$ cat config.mk
export PLATFORM = sky130hd
export DESIGN_NAME = accum_sequencer
export DESIGN_NICKNAME = d
export VERILOG_FILES = /design/src/rtl/accum_sequencer_pkg.sv /design/src/rtl/accum_result_tx.sv /design/src/rtl/accum_sequencer.sv
export SDC_FILE = /design/constraint.sdc
export NUM_CORES = 1
export LEC_CHECK = 0
export BUFFER_PORTS_ARGS = -buffer_cell sky130_fd_sc_hd__buf_2
export CELL_PAD_IN_SITES_DETAIL_PLACEMENT = 0
export CELL_PAD_IN_SITES_GLOBAL_PLACEMENT = 1
export CORE_MARGIN = 4
export CORE_UTILIZATION = 33
export CTS_BUF_LIST = sky130_fd_sc_hd__clkbuf_16
export DETAILED_ROUTE_END_ITERATION = 7
export MAX_ROUTING_LAYER = met4
export PLACE_DENSITY_LB_ADDON = 0.25
export SYNTH_ARGS = -nofsm -noshare
export SYNTH_HDL_FRONTEND = slang
export SYNTH_SLANG_ARGS = --single-unit
export TNS_END_PERCENT = 1
$ cat constraint.sdc
create_clock -name aclk -period 7.8 [get_ports aclk]
set_clock_uncertainty 0.1 [all_clocks]
set_input_delay 1.56 -clock aclk [delete_from_list [all_inputs] [get_ports aclk]]
set_output_delay 1.56 -clock aclk [all_outputs]
set_load 0.01 [all_outputs]
$ cat src/rtl/accum_sequencer_pkg.sv
// accum_sequencer shared types and constants
// state encoding, flush length and default widths
package accum_sequencer_pkg;

  localparam int CNT_W_DEF        = 32;
  localparam int SUM_W_DEF        = 64;
  localparam int FLUSH_CYCLES     = 3;
  localparam int BEATS_PER_RESULT = 2;

  typedef enum logic [2:0] {
    S_IDLE  = 3'd0,
    S_GATE  = 3'd1,
    S_FLUSH = 3'd2,
    S_SEND0 = 3'd3,
    S_SEND1 = 3'd4
  } state_t;

endpackage

$ cat src/rtl/accum_result_tx.sv
// accum_result_tx: holds a captured sum/count
// and ships it as a two-beat AXI-Stream packet
module accum_result_tx
  import accum_sequencer_pkg::*;
#(
  parameter int CNT_W = CNT_W_DEF,
  parameter int SUM_W = SUM_W_DEF
) (
  input  logic             aclk,
  input  logic             rst,
  input  logic             capture,
  input  logic [SUM_W-1:0] acc_value,
  input  logic [CNT_W-1:0] acc_count,
  output logic [SUM_W-1:0] m_tdata,
  output logic             m_tvalid,
  input  logic             m_tready,
  output logic             m_tlast,
  output logic             done
);

  state_t           st;
  logic [SUM_W-1:0] sum_q;
  logic [CNT_W-1:0] cnt_q;
  logic             hs;

  assign hs   = m_tvalid & m_tready;
  assign done = hs & m_tlast;

  // data is a pure function of held registers, so it
  // cannot move while a beat is stalled
  assign m_tdata = m_tlast ? SUM_W'(cnt_q) : sum_q;

  always_ff @(posedge aclk) begin
    if (rst) begin
      st       <= S_IDLE;
      sum_q    <= '0;
      cnt_q    <= '0;
      m_tvalid <= 1'b0;
      m_tlast  <= 1'b0;
    end else begin
      unique case (st)
        S_IDLE: begin
          if (capture) begin
            sum_q    <= acc_value;
            cnt_q    <= acc_count;
            m_tvalid <= 1'b1;
            m_tlast  <= 1'b0;
            st       <= S_SEND0;
          end
        end
        S_SEND0: begin
          if (hs) begin
            m_tlast <= 1'b1;
            st      <= S_SEND1;
          end
        end
        S_SEND1: begin
          if (hs) begin
            m_tvalid <= 1'b0;
            m_tlast  <= 1'b0;
            st       <= S_IDLE;
          end
        end
        default: st <= S_IDLE;
      endcase
    end
  end

endmodule

$ cat src/rtl/accum_sequencer.sv
// accum_sequencer: gates one accumulator window,
// waits out the drain and sends sum/count downstream
module accum_sequencer
  import accum_sequencer_pkg::*;
#(
  parameter int CNT_W = CNT_W_DEF,
  parameter int SUM_W = SUM_W_DEF
) (
  input  logic             aclk,
  input  logic             rst,
  input  logic             start,
  input  logic [CNT_W-1:0] window_len,
  output logic             busy,
  output logic             acc_enable,
  input  logic [SUM_W-1:0] acc_value,
  input  logic [CNT_W-1:0] acc_count,
  output logic [SUM_W-1:0] m_tdata,
  output logic             m_tvalid,
  input  logic             m_tready,
  output logic             m_tlast,
  output logic             count_err
);

  state_t           state;
  logic [CNT_W-1:0] len_q;
  logic [CNT_W-1:0] down_q;
  logic [1:0]       flush_q;
  logic             capture;
  logic             tx_done;
  logic [CNT_W:0]   exp_cnt;

  // one extra bit so an all-ones length does not wrap
  assign exp_cnt = {1'b0, len_q} + (CNT_W+1)'(1);

  // the drained result is only valid on this one edge
  assign capture = (state == S_FLUSH) &&
                   (flush_q == 2'(FLUSH_CYCLES - 1));

  always_ff @(posedge aclk) begin
    if (rst) begin
      state      <= S_IDLE;
      len_q      <= '0;
      down_q     <= '0;
      flush_q    <= '0;
      acc_enable <= 1'b0;
      busy       <= 1'b0;
      count_err  <= 1'b0;
    end else begin
      unique case (state)
        S_IDLE: begin
          if (start && window_len != '0) begin
            len_q      <= window_len;
            down_q     <= window_len;
            acc_enable <= 1'b1;
            busy       <= 1'b1;
            count_err  <= 1'b0;
            state      <= S_GATE;
          end
        end
        S_GATE: begin
          if (down_q == CNT_W'(1)) begin
            acc_enable <= 1'b0;
            flush_q    <= '0;
            state      <= S_FLUSH;
          end else begin
            down_q <= down_q - CNT_W'(1);
          end
        end
        S_FLUSH: begin
          if (capture) begin
            count_err <= ({1'b0, acc_count} != exp_cnt);
            state     <= S_SEND0;
          end else begin
            flush_q <= flush_q + 2'd1;
          end
        end
        S_SEND0: begin
          if (m_tvalid && m_tready) state <= S_SEND1;
        end
        S_SEND1: begin
          if (tx_done) begin
            busy  <= 1'b0;
            state <= S_IDLE;
          end
        end
        default: state <= S_IDLE;
      endcase
    end
  end

  accum_result_tx #(
    .CNT_W (CNT_W),
    .SUM_W (SUM_W)
  ) u_tx (
    .aclk      (aclk),
    .rst       (rst),
    .capture   (capture),
    .acc_value (acc_value),
    .acc_count (acc_count),
    .m_tdata   (m_tdata),
    .m_tvalid  (m_tvalid),
    .m_tready  (m_tready),
    .m_tlast   (m_tlast),
    .done      (tx_done)
  );

endmodule

==> flow_metrics.tcl, run 1 <==
set metrics [dict create \
    drt-total-wl_mm 28.3 \
    grt_overflow 0 \
    cts_buffers 17 \
    critPathArrivalTime_ps 4420 \
    use_met2 0.287 \
    synth_fp_nets 1321 \
    grt_max_degree 114 \
    die_height_um 171 \
    syn_to_final_growth_pct 20.1 \
    vias_per_cell 5.15 \
    use_met3 0.0375 \
    status "completed" \
    cts.sinks 172 \
    fillers 2818 \
    power_density_nw_per_um2 197 \
    drive_above_1_share 0.217 \
    antenna_found_initial 2 \
    place_congestion 0.861 \
    rows 59 \
    maxCapViolations 0 \
    cp-end-kind "flop" \
    min_from "u_tx.sum_q[50]$_SDFFE_PP0P_" \
    vdd_drop_max_mv 0.134 \
    regToRegSetupSlack_ps 4390 \
    p_leak_nw 4.08 \
    drtIter0Drc 590 \
    io_buffer_count 200 \
    synth-seq-cells 172 \
    setup_viol 0 \
    synth_area_leaders "dfxtp_1 39%, nand2_1 14%, a21oi_1 10%" \
    p_int_mw 1.51 \
    synthDistinctLibCells 56 \
    synth_top_area_frac 0.391 \
    period_share 0.534 \
    yosysSeqAreaShare 0.391 \
    cp-start-kind "input port" \
    report.power.total_mw 2.08 \
    synth_area_leader_cell "dfxtp_1" \
    synth-edff-count 0 \
    cts_hold_buf 0 \
    ant_nets 0 \
    required_ps 8050 \
    worstReg2RegStart "down_q[24]$_SDFFE_PP0P_" \
    drc_errors 0 \
    crit_start "window_len[17]" \
    switching_share 0.275 \
    timing.fmax_mhz 240 \
    num_vias 8649 \
    pin_count 201 \
    period_needed_ps 4160 \
    crit_type "in -> reg" \
    grt.busiest_layer "met2" \
    hold_viol 0 \
    start_util 0.337 \
    hold_class "reg -> reg" \
    synthArstFlopShare 0 \
    core-area_um2 26100 \
    grt_usage 0.191 \
    die_w_um 171 \
    grt_pass1_vias 8025 \
    final_common_cell "nand2_1" \
    cts_tree "yes" \
    hpwl_mm 20.0 \
    ys_warn_count 0 \
    p_switching_mw 0.573 \
    drt_first_pass_iters 4 \
    worstPathMaxFanout 30 \
    clockRootBuffer "clkbuf_16" \
    fin_nets 1463 \
    grt_pass1_wl_mm 43.8 \
    mostFrequentLayoutCells "322 x nand2_1, 199 x buf_2, 177 x a21oi_1" \
    syn_avg_cell_area_um2 7.44 \
    seq_power_share 0.450 \
    netlist_area_um2 8810 \
    dieArea_um2 29400 \
    worst_pin_slew_ps 1100 \
    htree_levels 4 \
    cts_resized 0 \
    maxSlewViolCount 0 \
    wl_per_cell_um 16.9 \
    postCtsSetupBuffers 0 \
    use_met1 0.269 \
    insertion_delay_ps 430 \
    synth_top_flop_cell "dfxtp_1" \
    cts_buffer_depth 2 \
    rsz0062_at_grt "false" \
    fin_util 0.405 \
    clk_pin_slew_ps 70 \
    power_frac_comb 0.120 \
    finalSetupTns_ps 0 \
    postSynthCellCount 1185 \
    pwr-share-clk 0.430 \
    max-slew-margin-rel 0.269 \
]
[final cells by class]
type                       instances  area (um^2)  share of cell area
multi-input combinational        919         5000               0.473
sequential                       172         3440               0.325
timing repair buffer             207         1060               0.100
clock buffer                      17          425              0.0402
tap                              335          419              0.0396
clock inverter                    15          185              0.0175
inverter                          10         37.5             0.00355
antenna                            3         7.51            0.000709
[layer usage]
layer	routed length [um]	vias to the layer above
met5	0	-
met4	304	0
met3	1540	17
met2	12700	231
met1	13700	4013
li1	-	4388
[metrics by stage]
stage | worst slack (ps) | instances | area (um^2) | hold WS [ps]
final | 3640 | 1678 | 10600 | 350
after global routing | 3330 | 1677 | 10600 | 367
after CTS | 3650 | 1675 | 10600 | 352
after detailed placement | 3190 | 1643 | 9970 | 342
after global placement | 3300 | 1643 | 9970 | 338
after floorplan | 4250 | 1185 | 8810 | 324
[kinds of logic (layout without fill, tap and decap cells)]
group / Yosys count / count (layout) / share of synthesized area
AOI/OAI and AO/OA: 279 / 279 / 0.183
and+or+nand+nor: 552 / 552 / 0.283
xor gates and xnor gates: 44 / 44 / 0.0437
muxes: 40 / 40 / 0.0503
adders and majority gates: 4 / 4 / 0.00568
buffers and inverters: 94 / 249 / 0.0432
DFF: 172 / 172 / 0.391
other: 0 / 3 / 0
[cell usage after synthesis, drive strengths merged (4+ instances only)]
cell / count
nor2: 59
mux2: 34
a2111oi: 4
o32ai: 7
o31ai: 6
o31a: 4
a21oi: 182
xor2: 17
a31oi: 5
nand3: 20
o21ai: 39
nor3: 27
inv: 10
ha: 4
nor2b: 36
mux2i: 6
buf: 11
a22o: 4
nand2b: 13
o22ai: 4
o41ai: 4
nor4: 23
dfxtp: 172
a211oi: 6
or4: 7
nand2: 322
clkbuf: 73
and2: 5
or3: 7
nand4: 22
xnor2: 27
[power by group through the flow]
stage	Combinational [mW]	Sequential, mW	Clock, mW
final	0.250	0.939	0.896
after global routing	0.279	0.943	0.957
after CTS	0.250	0.938	0.925
after detailed placement	0.249	0.959	0
after global placement	0.249	0.959	0
after floorplan	0.166	0.945	0
[worst max-delay path, stage by stage]
cell,delay [ps]
buf_2,120
nor4_1,540
nand4_1,180
o21ai_0,570
mux2i_1,220
nand2_1,810
o21ai_0,230
a21oi_1,180
[registers in the layout, indices dropped and copies added (netlist names)]
| signal | flops |
|---|---|
| u_tx.sum_q | 64 |
| down_q | 32 |
| len_q | 32 |
| u_tx.cnt_q | 32 |
| state | 3 |
| flush_q | 2 |
| u_tx.st | 2 |
| acc_enable | 1 |
| busy | 1 |
| count_err | 1 |
| u_tx.m_tlast | 1 |
| u_tx.m_tvalid | 1 |
[path summary, 6_finish.rpt]
| path | endpoint | cells after the start |
|---|---|---|
| max | down_q[10]$_SDFFE_PP0P_ | 8 |
| min | u_tx.sum_q[50]$_SDFFE_PP0P_ | 2 |
| min reg2reg | u_tx.sum_q[50]$_SDFFE_PP0P_ | 2 |
| max reg2reg | down_q[10]$_SDFFE_PP0P_ | 7 |
No activity file was read; power rests on OpenSTA's default activity.
==> inputs of run 2 (changes only) <==
Clock period 7.8 ns to 3.4 ns, I/O delays scaled along.
==> run 2 against run 1 <==
Against the previous run: sequential share of layout area decreased by 0.53 points; final area up 1.6%; first-iteration DRC count up 17%; clock-buffer cell count unchanged; via count shrank 0.12%; critical path depth unchanged; critical path type is now reg -> reg.
==> flow_metrics.tcl, run 2 (synthesis results as in run 1) <==
set metrics [dict create \
    drt_first_pass_iters 5 \
    grt_pass1_vias 7953 \
    cp-start-kind "flop" \
    vdd_drop_max_mv 0.255 \
    die_height_um 171 \
    fin_nets 1481 \
    rows 59 \
    p_leak_nw 4.18 \
    rsz0062_at_grt "false" \
    cts_hold_buf 0 \
    grt_usage 0.190 \
    drt-total-wl_mm 28.1 \
    status "completed" \
    clockRootBuffer "clkbuf_16" \
    largest_reg_flops 64 \
    postCtsSetupBuffers 0 \
    hpwl_mm 20.4 \
    hold_class "reg -> reg" \
    pin_count 201 \
    drive_above_1_share 0.228 \
    max-slew-margin-rel 0.438 \
    crit_type "reg -> reg" \
    grt_overflow 0 \
    clk_pin_slew_ps 70 \
    setup_viol 0 \
    cts_buffer_depth 2 \
    ant_nets 0 \
    timing.fmax_mhz 350 \
    finalSetupTns_ps 0 \
    mostFrequentLayoutCells "322 x nand2_1, 199 x buf_2, 177 x a21oi_1" \
    antenna_found_initial 1 \
    period_needed_ps 2850 \
    syn_to_final_growth_pct 22.1 \
    insertion_delay_ps 440 \
    required_ps 3660 \
    cts_buffers 17 \
    period_share 0.840 \
    power_density_nw_per_um2 446 \
    vias_per_cell 5.10 \
    io_buffer_count 200 \
    hold_viol 0 \
    critPathArrivalTime_ps 3110 \
    wl_per_cell_um 16.6 \
    cts.sinks 172 \
    cts_tree "yes" \
    maxSlewViolCount 0 \
    drc_errors 0 \
    r2r_cells 8 \
    die_w_um 171 \
    final_common_cell "nand2_1" \
    dieArea_um2 29400 \
    start_util 0.337 \
    cts_resized 0 \
    worst_pin_slew_ps 842 \
    fin_util 0.412 \
    drtIter0Drc 691 \
    largest-register "u_tx.sum_q" \
    grt_max_degree 97 \
    place_congestion 0.893 \
    core-area_um2 26100 \
    maxCapViolations 0 \
    grt_pass1_wl_mm 43.3 \
    htree_levels 4 \
    hold_depth 2 \
    worstPathMaxFanout 30 \
    cp-end-kind "flop" \
    num_vias 8639 \
]
## run 2: final cells by class
type	instances	area, um^2
inverters	10	37.5
fillers	2830	15400
multi-input cells	919	5000
diodes	1	2.50
repair buffers	225	1240
well taps	335	419
clock buffers	17	425
flip-flops and latches	172	3440
clock inverters	14	179
## run 2: path summary, 6_finish.rpt
check                                            startpoint                          end  slack (ps)
worst max-delay path                down_q[24]$_SDFFE_PP0P_       down_q[2]$_SDFFE_PP0P_         550
worst min-delay path            u_tx.sum_q[54]$_SDFFE_PP0P_  u_tx.sum_q[54]$_SDFFE_PP0P_         350
worst max register to register      down_q[24]$_SDFFE_PP0P_       down_q[2]$_SDFFE_PP0P_         550
worst min register to register  u_tx.sum_q[54]$_SDFFE_PP0P_  u_tx.sum_q[54]$_SDFFE_PP0P_         350
## run 2: routing by layer
layer  track usage  part of all wire  vias up
met3        0.0333             0.049       24
met1         0.263              0.48     4004
li1              -                 -     4400
met4        0.0427             0.014        0
met5             -                 0        -
met2         0.291              0.46      211
## run 2: critical path, stage by stage (launching register included)
cell     delay (ps)
dfxtp_1         370
or4_4           590
or4_4           470
nor4_4          340
mux2i_1         170
nand2_1          90
buf_4           320
o21ai_0         150
a21oi_1         150
## run 2: stage by stage
stage / power, mW / area (um^2) / std cells / hold WS, ps / worst slack (ps)
after floorplan: 2.55 / 8810 / 1185 / 324 / 731
after global placement: 2.79 / 10200 / 1661 / 338 / 425
after detailed placement: 2.79 / 10200 / 1661 / 342 / 356
after CTS: 4.86 / 10800 / 1692 / 352 / 572
after global routing: 5.01 / 10800 / 1693 / 364 / 352
final: 4.80 / 10800 / 1693 / 350 / 546
## run 2: report_power, final
part	switching [mW]	leakage [nW]	internal (mW)
combinational	0.356	2.49	0.243
sequential	0.0763	1.40	2.07
clock	0.879	0.293	1.17
